===== config.mk =====
export PLATFORM = sky130hd
export DESIGN_NAME = pcm_sample_packer
export DESIGN_NICKNAME = d
export VERILOG_FILES = /design/src/rtl/pcm_sample_packer.sv
export SDC_FILE = /design/constraint.sdc
export NUM_CORES = 1
export LEC_CHECK = 0
export ABC_AREA = 1
export CAP_MARGIN = 20
export CORE_AREA = 2 2 209 211
export DETAILED_ROUTE_END_ITERATION = 10
export DIE_AREA = 0 0 211 213
export GPL_TIMING_DRIVEN = 0
export PLACE_DENSITY = 0.82
export SETUP_SLACK_MARGIN = 0.4
export SLEW_MARGIN = 20
export SYNTH_ARGS = -nofsm -noshare
export SYNTH_HDL_FRONTEND = slang
export SYNTH_SLANG_ARGS = --single-unit

===== constraint.sdc =====
create_clock -name clk -period 4.2 [get_ports clk]
set_clock_uncertainty 0.1 [all_clocks]
set_input_delay 0.84 -clock clk [delete_from_list [all_inputs] [get_ports clk]]
set_output_delay 0.84 -clock clk [all_outputs]
set_load 0.01 [all_outputs]

===== src/rtl/pcm_sample_packer.sv =====
// PCM sample packer: optional DC block, shift + saturate to 16 bits, pack two samples per word, FIFO out.
// Optional DC-blocking high-pass is compiled in with `define DC_BLOCK_EN.
module pcm_sample_packer #(
  parameter int IN_WIDTH       = 32,
  parameter int SHIFT          = 8,
  parameter int FIFO_DEPTH     = 16,
  parameter int DC_ALPHA_SHIFT = 10
) (
  input  logic                          clk,
  input  logic                          rst,
  input  logic                          enable,
  input  logic [IN_WIDTH-1:0]           in_data,
  input  logic                          in_valid,
  output logic [31:0]                   out_data,
  output logic                          out_valid,
  input  logic                          out_ready,
  output logic [$clog2(FIFO_DEPTH):0]   fifo_level,
  output logic                          overflow,
  input  logic                          clear_overflow
);
  localparam int AW = $clog2(FIFO_DEPTH);
  localparam logic signed [IN_WIDTH-1:0] SMAX = IN_WIDTH'(32767);
  localparam logic signed [IN_WIDTH-1:0] SMIN = IN_WIDTH'(-32768);

  if ((FIFO_DEPTH < 2) || ((FIFO_DEPTH & (FIFO_DEPTH - 1)) != 0)) begin : g_bad_depth
    $error("FIFO_DEPTH must be a power of 2 and at least 2");
  end

  logic                       accept;
  logic signed [IN_WIDTH-1:0] x;

  assign accept = in_valid & enable;

`ifdef DC_BLOCK_EN
  localparam int ACC_W = IN_WIDTH + DC_ALPHA_SHIFT;
  localparam logic signed [IN_WIDTH:0] XMAX = {2'b00, {(IN_WIDTH-1){1'b1}}};
  localparam logic signed [IN_WIDTH:0] XMIN = {2'b11, {(IN_WIDTH-1){1'b0}}};

  logic signed [ACC_W-1:0]  acc;
  logic signed [ACC_W-1:0]  dc;
  logic signed [IN_WIDTH:0] diff;

  // dc always fits in IN_WIDTH signed bits, so its low IN_WIDTH+1 bits are a valid sign extension
  always_comb begin
    dc   = acc >>> DC_ALPHA_SHIFT;
    diff = $signed({in_data[IN_WIDTH-1], in_data}) - $signed(dc[IN_WIDTH:0]);
    if (diff > XMAX)      x = XMAX[IN_WIDTH-1:0];
    else if (diff < XMIN) x = XMIN[IN_WIDTH-1:0];
    else                  x = diff[IN_WIDTH-1:0];
  end

  always_ff @(posedge clk) begin
    if (rst)         acc <= '0;
    else if (accept) acc <= acc + $signed({{DC_ALPHA_SHIFT{x[IN_WIDTH-1]}}, x});
  end
`else
  if (DC_ALPHA_SHIFT < 0) begin : g_bad_alpha
    $error("DC_ALPHA_SHIFT must be non-negative");
  end
  assign x = in_data;
`endif

  // Stage 1: capture (possibly DC-blocked) sample
  logic                       s1_vld;
  logic signed [IN_WIDTH-1:0] s1_x;

  always_ff @(posedge clk) begin
    if (rst) begin
      s1_vld <= 1'b0;
      s1_x   <= '0;
    end else begin
      s1_vld <= accept;
      if (accept) s1_x <= x;
    end
  end

  // Stage 2: arithmetic shift and saturate to signed 16
  logic signed [IN_WIDTH-1:0] y;
  logic [15:0]                y_sat;
  logic                       s2_vld;
  logic [15:0]                s2_y;

  always_comb begin
    y = s1_x >>> SHIFT;
    if (y > SMAX)      y_sat = 16'h7fff;
    else if (y < SMIN) y_sat = 16'h8000;
    else               y_sat = y[15:0];
  end

  always_ff @(posedge clk) begin
    if (rst) begin
      s2_vld <= 1'b0;
      s2_y   <= '0;
    end else begin
      s2_vld <= s1_vld;
      s2_y   <= y_sat;
    end
  end

  // Packer and FIFO
  logic [31:0]   mem [FIFO_DEPTH];
  logic [AW:0]   wr_ptr, rd_ptr;
  logic          pack_phase;
  logic [15:0]   low_half;
  logic          empty, full, pop, push_req, do_push, drop;

  assign empty      = (wr_ptr == rd_ptr);
  assign full       = (wr_ptr[AW] != rd_ptr[AW]) && (wr_ptr[AW-1:0] == rd_ptr[AW-1:0]);
  assign fifo_level = wr_ptr - rd_ptr;
  assign out_valid  = ~empty;
  assign out_data   = empty ? 32'h0 : mem[rd_ptr[AW-1:0]];
  assign pop        = ~empty & out_ready;
  // enable=0 holds the packer idle; in-flight samples drain out of stage 2 without being packed
  assign push_req   = s2_vld & enable & pack_phase;
  assign do_push    = push_req & (~full | pop);
  assign drop       = push_req & full & ~pop;

  always_ff @(posedge clk) begin
    if (do_push) mem[wr_ptr[AW-1:0]] <= {s2_y, low_half};
  end

  always_ff @(posedge clk) begin
    if (rst) begin
      wr_ptr     <= '0;
      rd_ptr     <= '0;
      pack_phase <= 1'b0;
      low_half   <= '0;
      overflow   <= 1'b0;
    end else begin
      if (!enable) begin
        pack_phase <= 1'b0;
      end else if (s2_vld) begin
        pack_phase <= ~pack_phase;
        if (!pack_phase) low_half <= s2_y;
      end
      if (do_push) wr_ptr <= wr_ptr + 1'b1;
      if (pop)     rd_ptr <= rd_ptr + 1'b1;
      if (drop)                overflow <= 1'b1;
      else if (clear_overflow) overflow <= 1'b0;
    end
  end
endmodule


==> flow_metrics.env <==
export IMPL_run_status="finished clean"
export IMPL_path_class="reg2out"
export IMPL_netlist_area_sq_um=23300
export IMPL_synth_fp_nets=2085
export IMPL_ant_nets=0
export IMPL_p_total_mw=12.3
export IMPL_utilization_pct=64.3
export IMPL_period_share_pct=93.5
export IMPL_wl_per_cell_um=23.7
export IMPL_r2r_setup_slack_ns=0.83
export IMPL_fillCellCount=2919
export IMPL_maxSlewViolCount=0
export IMPL_fin_cells=2810
export IMPL_drt_iter0_drc=2812
export IMPL_pwr_share_seq_pct=53.1
export IMPL_peakVddDrop_uv=288
export IMPL_grt_max_degree=19
export IMPL_gp_congestion=0.867
export IMPL_hp_start="s1_vld"
export IMPL_switching_power_mw=2.69
export IMPL_endpoint_kind="primary output"
export IMPL_synth_ff_type="edfxtp_1"
export IMPL_die_w_um=211
export IMPL_relSlewSlack_pct=38.3
export IMPL_reg2reg_depth=11
export IMPL_dp_cells=2705
export IMPL_drt_vias_per_instance=6.21
export IMPL_drive_above_1_share_pct=12.5
export IMPL_switching_share_pct=21.9
export IMPL_grt_pass1_wl_um=98600
export IMPL_syn2layout_area_growth_pct=18.0
export IMPL_worstPathRequired_ns=3.26
export IMPL_n_antenna_cell=0
export IMPL_start_util_pct=54.5
export IMPL_overflow=0
export IMPL_leakage_nw=10.7
export IMPL_synth_edf_count=512
export IMPL_period_minus_slack_ns=3.93
export IMPL_hold_class="reg2reg"
export IMPL_avgSynthCellArea_sq_um=11.4
export IMPL_dp_hpwl_um=43000
export IMPL_nets=2266
export IMPL_antenna_found_initial=1
export IMPL_syn_instance_count=2037
export IMPL_p_per_area_nw_per_um2=448
export IMPL_cts_tree="built"
export IMPL_cts_max_level=2
export IMPL_ios=77
export IMPL_clk_pin_slew_worst_paths_ns=0.07
export IMPL_async_flop_share_pct=0
export IMPL_grt_setup_unrepaired="yes"
export IMPL_yosysWarnings=0
export IMPL_clkPwrFrac_pct=41.9
export IMPL_routed_wl_um=66700
export IMPL_coreArea_sq_um=42700
export IMPL_die_area_sq_um=44900
export IMPL_hold_path_end="s2_vld"
export IMPL_worst_pin_slew_ns=0.920
export IMPL_first_pass_iters=6
export IMPL_grt_pass1_vias=17300
export IMPL_holdWs_ns=0.314
export IMPL_clk_path_buf_depth=3
export IMPL_crit_arrival_ns=2.99
export IMPL_multi_input_area_sq_um=5800
export IMPL_whs_path_depth=2
export IMPL_ys_types=25
export IMPL_drc=0
export IMPL_track_usage_pct=29.6
export IMPL_hold_viol_final=0
export IMPL_setup_viol=0
export IMPL_cts_buffers=55
export IMPL_p_int_mw=9.60
export IMPL_drv_cap=0
export IMPL_clk_latency_ns=0.61
export IMPL_cp_start_kind="flop"
export IMPL_root_buffer="clkbuf_16"
export IMPL_seq_area_sq_um=16900
export IMPL_num_rows=76
export IMPL_critPathMaxFanout=10
export IMPL_max_freq_mhz=255
export IMPL_port_buffers=68
export IMPL_combPwrFrac_pct=5.0
export IMPL_synth_seq_cells=586
export IMPL_r2r_start="wr_ptr[0]"
export IMPL_cts_hold_buf=0
export IMPL_die_y_um=213
export IMPL_final_setup_tns_ns=0
export IMPL_synth_seq_area_share_pct=72.5
export IMPL_dr_total_vias=17400
export IMPL_r2r_end="mem[5][4]"
export IMPL_cts_num_sinks=586
[synthesized netlist by cell type, drive strengths merged (5+ instances only)]
master | number | share of area, %
nand2 | 664 | 11
edfxtp | 512 | 66
nand3 | 396 | 8.5
a21oi | 83 | 1.8
buf | 77 | 1.7
dfxtp | 74 | 6.4
inv | 51 | 0.82
o21ai | 48 | 1.0
clkbuf | 47 | 0.76
nor2 | 46 | 0.75
nor3 | 13 | 0.28
ha | 9 | 0.48
nand4 | 6 | 0.16
xor2 | 5 | 0.19
[area by class of cell]
class / instances / area share (%)
well taps: 546 / 2.49
multi-input cells: 1276 / 21.2
clock inverters: 20 / 0.711
plain buffers: 124 / 2.86
clock buffers: 83 / 6.11
repair buffers: 124 / 4.54
inverters: 51 / 0.698
flip-flops and latches: 586 / 61.4
[state kept, by name, summed over array words and instances (netlist names), named ones only]
| name | flops |
|---|---|
| mem | 512 |
| pack_phase | 1 |
| s2_y | 16 |
| rd_ptr | 5 |
| wr_ptr | 5 |
| s1_x | 24 |
| s2_vld | 1 |
| s1_vld | 1 |
| overflow | 1 |
| low_half | 16 |
[cells by family (layout without fill, tap and decap cells)]
logic type	after synthesis	count (layout)	share of synthesized area, %
adder cells (fa/ha/maj)	10	10	0.570
XOR/XNOR	9	9	0.339
buffers and inverters	175	402	3.25
AO/OA/AOI/OAI	131	131	2.82
flip-flops	586	586	72.5
AND/OR/NAND/NOR	1126	1126	20.5
[through the flow]
step / area, sq um / setup WS, ns
final: 27400 / 0.273
after CTS: 27300 / 0.363
after floorplan: 23300 / -0.0210
after global routing: 27400 / 0.253
after detailed placement: 25200 / 0.197
after global placement: 24600 / -3.28
[what timing repair did]
| item | CTS | global route |
|---|---|---|
| pin swaps | 1 | 0 |
| resized for setup | 89 | 57 |
| hold endpoints to repair | 0 | 0 |
| endpoints found under the setup margin | 32 | 33 |
| setup buffers | 2 | 0 |
[per-layer routing]
layer | vias to the layer above | wire length (um) | GRT usage, %
met5 | - | 0 | 0
met4 | 0 | 4160 | 16.7
met3 | 309 | 8790 | 6.40
met2 | 1461 | 31600 | 48.8
met1 | 8220 | 22200 | 36.4
li1 | 7452 | - | -
[worst max path at each step]
stage / depth (start not counted) / from / to
after floorplan: 5 / enable / mem[2][0]
after detailed placement: 9 / enable / mem[5][2]
after global routing: 11 / flop / out_data[19]
after CTS: 10 / flop / out_data[19]
after global placement: 6 / enable / mem[9][1]
final: 6 / flop / out_data[19]
[power groups by stage]
stage	clock, mW	combinational [mW]	sequential [mW]
floorplan	0	0.328	6.57
global placement	0	0.523	6.63
detailed placement	0	0.547	6.64
CTS	5.13	0.588	6.52
global route	5.34	0.651	6.53
finish	5.15	0.609	6.53
[critical path, stage by stage, from the launching register on]
cell and delay [ns]:
dfxtp_1 0.33, clkbuf_1 0.57, inv_1 0.25, clkbuf_2 0.33, nand2_1 0.29, a21oi_1 0.11, clkdlybuf4s50_1 0.49
[layout by cell type (no fill, tap or decap), drive strengths merged]
master	count
dfxtp	74
fa	1
nor3b	1
inv	51
buf	127
xor2	5
clkbuf	136
nor3	13
clkdlybuf4s50	50
ha	9
nor2	46
nand2	664
a21oi	83
nand3	396
nand4	6
edfxtp	512
xnor2	4
clkinv	16
o21ai	48
bufinv	4
dlymetal6s2s	18
(Power assumes the default switching activity.)
